===== config.mk =====
export PLATFORM = sky130hd
export DESIGN_NAME = pipelined_adder_acc
export DESIGN_NICKNAME = d
export VERILOG_FILES = /design/src/rtl/pipelined_adder_acc.sv
export SDC_FILE = /design/constraint.sdc
export NUM_CORES = 1
export LEC_CHECK = 0
export CORE_MARGIN = 3
export CORE_UTILIZATION = 50
export CTS_CLUSTER_DIAMETER = 150
export DETAILED_ROUTE_END_ITERATION = 8
export GPL_TIMING_DRIVEN = 0
export PLACE_DENSITY = 0.75
export SYNTH_ARGS = -nofsm -noshare
export SYNTH_HDL_FRONTEND = slang
export SYNTH_SLANG_ARGS = --single-unit

===== constraint.sdc =====
create_clock -name clk -period 3.55 [get_ports clk]
set_input_delay 0.5325 -clock clk [delete_from_list [all_inputs] [get_ports clk]]
set_output_delay 0.5325 -clock clk [all_outputs]
set_load 0.01 [all_outputs]

===== src/rtl/pipelined_adder_acc.sv =====
// pipelined_adder_acc: WIDTH-bit add / sub / accumulate / load engine behind
// a STAGES-deep elastic valid/ready pipeline. The result is WIDTH+1 bits,
// and its MSB is the carry (add/acc) or the borrow (sub).
// Optional build macro ADDER_SAT_EN clamps overflow and underflow instead of wrapping.
module pipelined_adder_acc #(
    parameter int unsigned WIDTH  = 8,
    parameter int unsigned STAGES = 2
) (
    input  logic             clk,
    input  logic             reset,
    input  logic             in_valid,
    output logic             in_ready,
    input  logic [WIDTH-1:0] in1,
    input  logic [WIDTH-1:0] in2,
    input  logic [1:0]       mode,
    output logic             out_valid,
    input  logic             out_ready,
    output logic [WIDTH:0]   out
);

    typedef enum logic [1:0] {
        MODE_ADD  = 2'b00,
        MODE_SUB  = 2'b01,
        MODE_ACC  = 2'b10,
        MODE_LOAD = 2'b11
    } mode_e;

    logic [STAGES-1:0] v_q, v_d, adv;
    logic [WIDTH:0]    d_q [STAGES];
    logic [WIDTH:0]    d_d [STAGES];
    logic [WIDTH-1:0]  acc_q, acc_d;
    logic [WIDTH:0]    sum_add, diff_sub, sum_acc, res;
    logic              accept, go;

    assign sum_add  = {1'b0, in1} + {1'b0, in2};
    assign diff_sub = {1'b0, in1} - {1'b0, in2};
    assign sum_acc  = {1'b0, acc_q} + {1'b0, in1};

    // Advance chain, walked from the output back to stage 0. 'go' means the
    // next stage down the line can take a beat this cycle.
    always_comb begin
        adv = '0;
        go  = out_ready;
        for (int unsigned k = 0; k < STAGES; k++) begin
            adv[STAGES-1-k] = v_q[STAGES-1-k] && go;
            go              = !v_q[STAGES-1-k] || go;
        end
    end

    assign in_ready  = reset && (!v_q[0] || adv[0]);
    assign accept    = in_valid && in_ready;
    assign out_valid = v_q[STAGES-1];
    assign out       = d_q[STAGES-1];

    // Operation result and accumulator next state. The accumulator moves only on accept.
    always_comb begin
        res   = '0;
        acc_d = acc_q;
        case (mode_e'(mode))
            MODE_ADD: begin
                res = sum_add;
`ifdef ADDER_SAT_EN
                if (sum_add[WIDTH]) res[WIDTH-1:0] = '1;
`endif
            end
            MODE_SUB: begin
                res = diff_sub;
`ifdef ADDER_SAT_EN
                if (diff_sub[WIDTH]) res[WIDTH-1:0] = '0;
`endif
            end
            MODE_ACC: begin
                res = sum_acc;
`ifdef ADDER_SAT_EN
                if (sum_acc[WIDTH]) res[WIDTH-1:0] = '1;
`endif
                if (accept) acc_d = res[WIDTH-1:0];
            end
            default: begin
                res = {1'b0, in1};
                if (accept) acc_d = in1;
            end
        endcase
    end

    // Stage next state: a stage fills from its predecessor, or it empties when it advances.
    always_comb begin
        v_d = v_q;
        d_d = d_q;
        if (accept) begin
            v_d[0] = 1'b1;
            d_d[0] = res;
        end else if (adv[0]) begin
            v_d[0] = 1'b0;
        end
        for (int unsigned k = 1; k < STAGES; k++) begin
            if (adv[k-1]) begin
                v_d[k] = 1'b1;
                d_d[k] = d_q[k-1];
            end else if (adv[k]) begin
                v_d[k] = 1'b0;
            end
        end
    end

    // State registers. Reset discards any in-flight beats.
    always_ff @(posedge clk or negedge reset) begin
        if (!reset) begin
            v_q   <= '0;
            acc_q <= '0;
            for (int unsigned k = 0; k < STAGES; k++) d_q[k] <= '0;
        end else begin
            v_q   <= v_d;
            acc_q <= acc_d;
            for (int unsigned k = 0; k < STAGES; k++) d_q[k] <= d_d[k];
        end
    end

endmodule


==> metrics.md <==
| Metric | Value |
|---|---|
| Status | finished, final reports clean |
| Library cells used by synthesis | 44 |
| Core area | 4030 sq um |
| Most frequent cells in the layout | clkdlybuf4s50_1, dfrtp_1, nor2_1 |
| Mux cell area share after synthesis | 0.0917 |
| Critical path class | in -> reg |
| First-pass GRT wire length | 7530 um |
| CP Capture Type | register |
| Fin util | 0.627 |
| Crit start category | input pin |
| Worst Skew | 9.38 ps |
| Critical path cell sequence | clkdlybuf4s50_1 -> inv_1 -> ha_1 -> a21oi_1 -> xnor2_1 -> ha_1 -> a21o_1 -> a21o_1 -> a221oi_2 -> mux2_2 -> nor3_1 |
| Pwr Total | 1.26 mW |
| Post-CTS Setup Bufs | 0 |
| ANT cells | 0 |
| Multi-input gate area | 1290 sq um |
| Layout fillers | between 300 and 400 |
| Post-Layout Inst Area | 2520 sq um |
| Die Y | 71.1 um |
| Number of synthesized flops with an enable pin | 0 |
| Synth Area in Simple Gates | 0.154 |
| CP Data Required Time | 3750 ps |
| Mean Syn Cell Area | 9.36 sq um |
| Io pins | 33 |
| Synth Area in XOR/XNOR | 0.0538 |
| WHS | 279 ps |
| Number of iterations in the first detailed-routing pass | 4 |
| Worst EP arrival | 3220 ps |
| Inst Count DP | 307 |
| Routed vias/inst | 5.49 |
| Max cap viols | 0 |
| Compound-gate portion of the synthesized area | 0.192 |
| Main combinational cell family by area after synthesis | compound AO/OA/AOI/OAI gates |
| Vias in the first global route | 1639 |
| Primary FF master, synth | dfrtp_1 |
| Site Rows | 23 |
| Cell Area, Synth | 2120 sq um |
| Final Hold Viols | 0 |
| Synth Instances | 226 |
| Post-route ant nets | 0 |
| Initial DRC Count | just over 70 |
| Mean routed wirelength per cell | 13.8 um |
| Post-place setup slack | ~200 ps |
| Initial antenna violation count | 0 |
| Die Wd | approximately 71 um |
| DP Wirelength | 3430 um |
| Adder-Cell Fraction of Synth Area | 0.119 |
| Worst Reg-to-Reg Cells | 7 |
| Vias | approximately 1700 |
| Worst r2r dst | acc_q[6] |
| Layout cells sized above 1 | 0.135 |
| Yosys synthesis warning count | 0 |
| Die Area | 5050 sq um |
| Tcrit/Tclk final | 0.851 |
| Worst-Margin Slew | 674 ps |
| Crit-path max FO | 6 |
| Pwr Density | between 400 and 500 nW/um^2 |
| TritonCTS Sinks | 28 |
| Register Area | 701 sq um |
| Setup ws final | around 530 ps |
| CTS tree | yes |
| Final setup fails | 0 |
| Fmax | 0.331 GHz |
| CP max stage cell | clkdlybuf4s50_1 |
| Slew headroom | 0.550 |
| Post_cts resized | 0 |
| RSZ-0062 raised after global routing | no |
| Placed Instance Area | 2490 sq um |
| Residual DRC | 0 |
| Final worst path period need | about 3000 ps |
| Synthesized flop and latch total | 28 |
| CP max stage delay | around 520 ps |
| GRT Total Usage | 0.183 |
| Max IR drop VDD | about 180 uV |
| Skew-Pair Late Insertion Delay | between 200 and 300 ps |
| Async SR Flop Fraction | 1.00 |
| Fin. max-slew vios | 0 |
| H-tree depth | 1 |
| DRT Wirelength | 4270 um |
| Synthesized Nets | 267 |
| Most common cell after layout, fill and taps aside | clkdlybuf4s50_1 |
| Area contributors post-synth | dfrtp_1, ha_1, mux2_2 |
| Clock Tree Buf Depth | 2 |
| Cell taking the most area after synthesis | dfrtp_1 |
| Clock transition at path regs | 100 ps |
| Starting Density | 0.525 |
| Synth-to-layout area growth | 19.3% |
| Largest net degree at the start of global routing | 33 |
| Global route overflow | 0 |
| Post-synth top area share | 0.331 |
| Final nets | 303 |
| Non-Filler Instances | slightly above 300 |
| Setup TNS | 0 ps |
| Cts bufs inserted | 3 |
| Sequential fraction of the synthesis area | 0.331 |
| Final GP Congestion | 0.868 |
| R2r setup slk | 1360 ps |
| CTS root buffer | clkbuf_8 |
| Tightest Hold Check Type | in -> async |
| Hold buffer count at CTS | 0 |
| P_leak | 1.15 nW |
| Launch point of the worst reg-to-reg path | acc_q[0] |
| Port bufs | 31 |
-- critical path, delay by kind of cell --
| family | cells | cell delay, ps |
|---|---|---|
| fa+ha+maj | 2 | 560 |
| simple gates | 1 | 160 |
| compound gates | 4 | 870 |
| buf+inv | 2 | 580 |
| xor+xnor | 1 | 140 |
| mux | 1 | 370 |
-- Yosys cell counts, types with 6 or more instances --
cell type,count
a21o_1,6
a21oi_1,11
a31oi_1,6
buf_4,9
dfrtp_1,28
ha_1,17
inv_1,7
mux2_2,11
mux2i_1,7
nand2_1,12
nand2b_1,6
nor2_1,27
o21ai_0,14
xnor2_1,9
-- worst max-delay path by stage --
stage,slack [ps],from,to
floorplan,700,mode[0],d_q[16]
global placement,240,reset,in_ready
detailed placement,200,reset,in_ready
CTS,200,reset,in_ready
global route,340,in2[0],d_q[16]
finish,530,in2[0],d_q[16]
-- power by group --
group	switching [mW]	internal, mW	leakage [nW]	total (mW)
combinational	0.267	0.350	0.794	0.617
sequential	0.0513	0.415	0.330	0.466
clock	0.0998	0.0763	0.0216	0.176
total	0.418	0.841	1.15	1.26
-- per-layer routing --
metal	GRT usage	vias to the layer above	wire length, um
li1	-	880	-
met1	0.251	785	2040
met2	0.311	34	2040
met3	0.0142	4	155
met4	0.0543	0	38
met5	0	-	0
-- cell type report --
type / instances / share of cell area
multi-input combinational: 175 / 0.511
sequential: 28 / 0.278
timing repair buffer: 31 / 0.121
buffer: 16 / 0.0387
tap: 50 / 0.0248
clock buffer: 3 / 0.0164
inverter: 7 / 0.0104
-- logic make-up after synthesis --
group                    after synthesis
XOR/XNOR                              13
flip-flops                            28
adder cells (fa/ha/maj)               19
AO/OA/AOI/OAI                         59
AND/OR/NAND/NOR                       66
multiplexers                          18
buffers and inverters                 23
-- sequential cells by signal, summed over array words and instances, names as in the netlist --
name,count
d_q,9
out,9
acc_q,8
v_q,2
No activity file was read; power rests on OpenSTA's default activity.
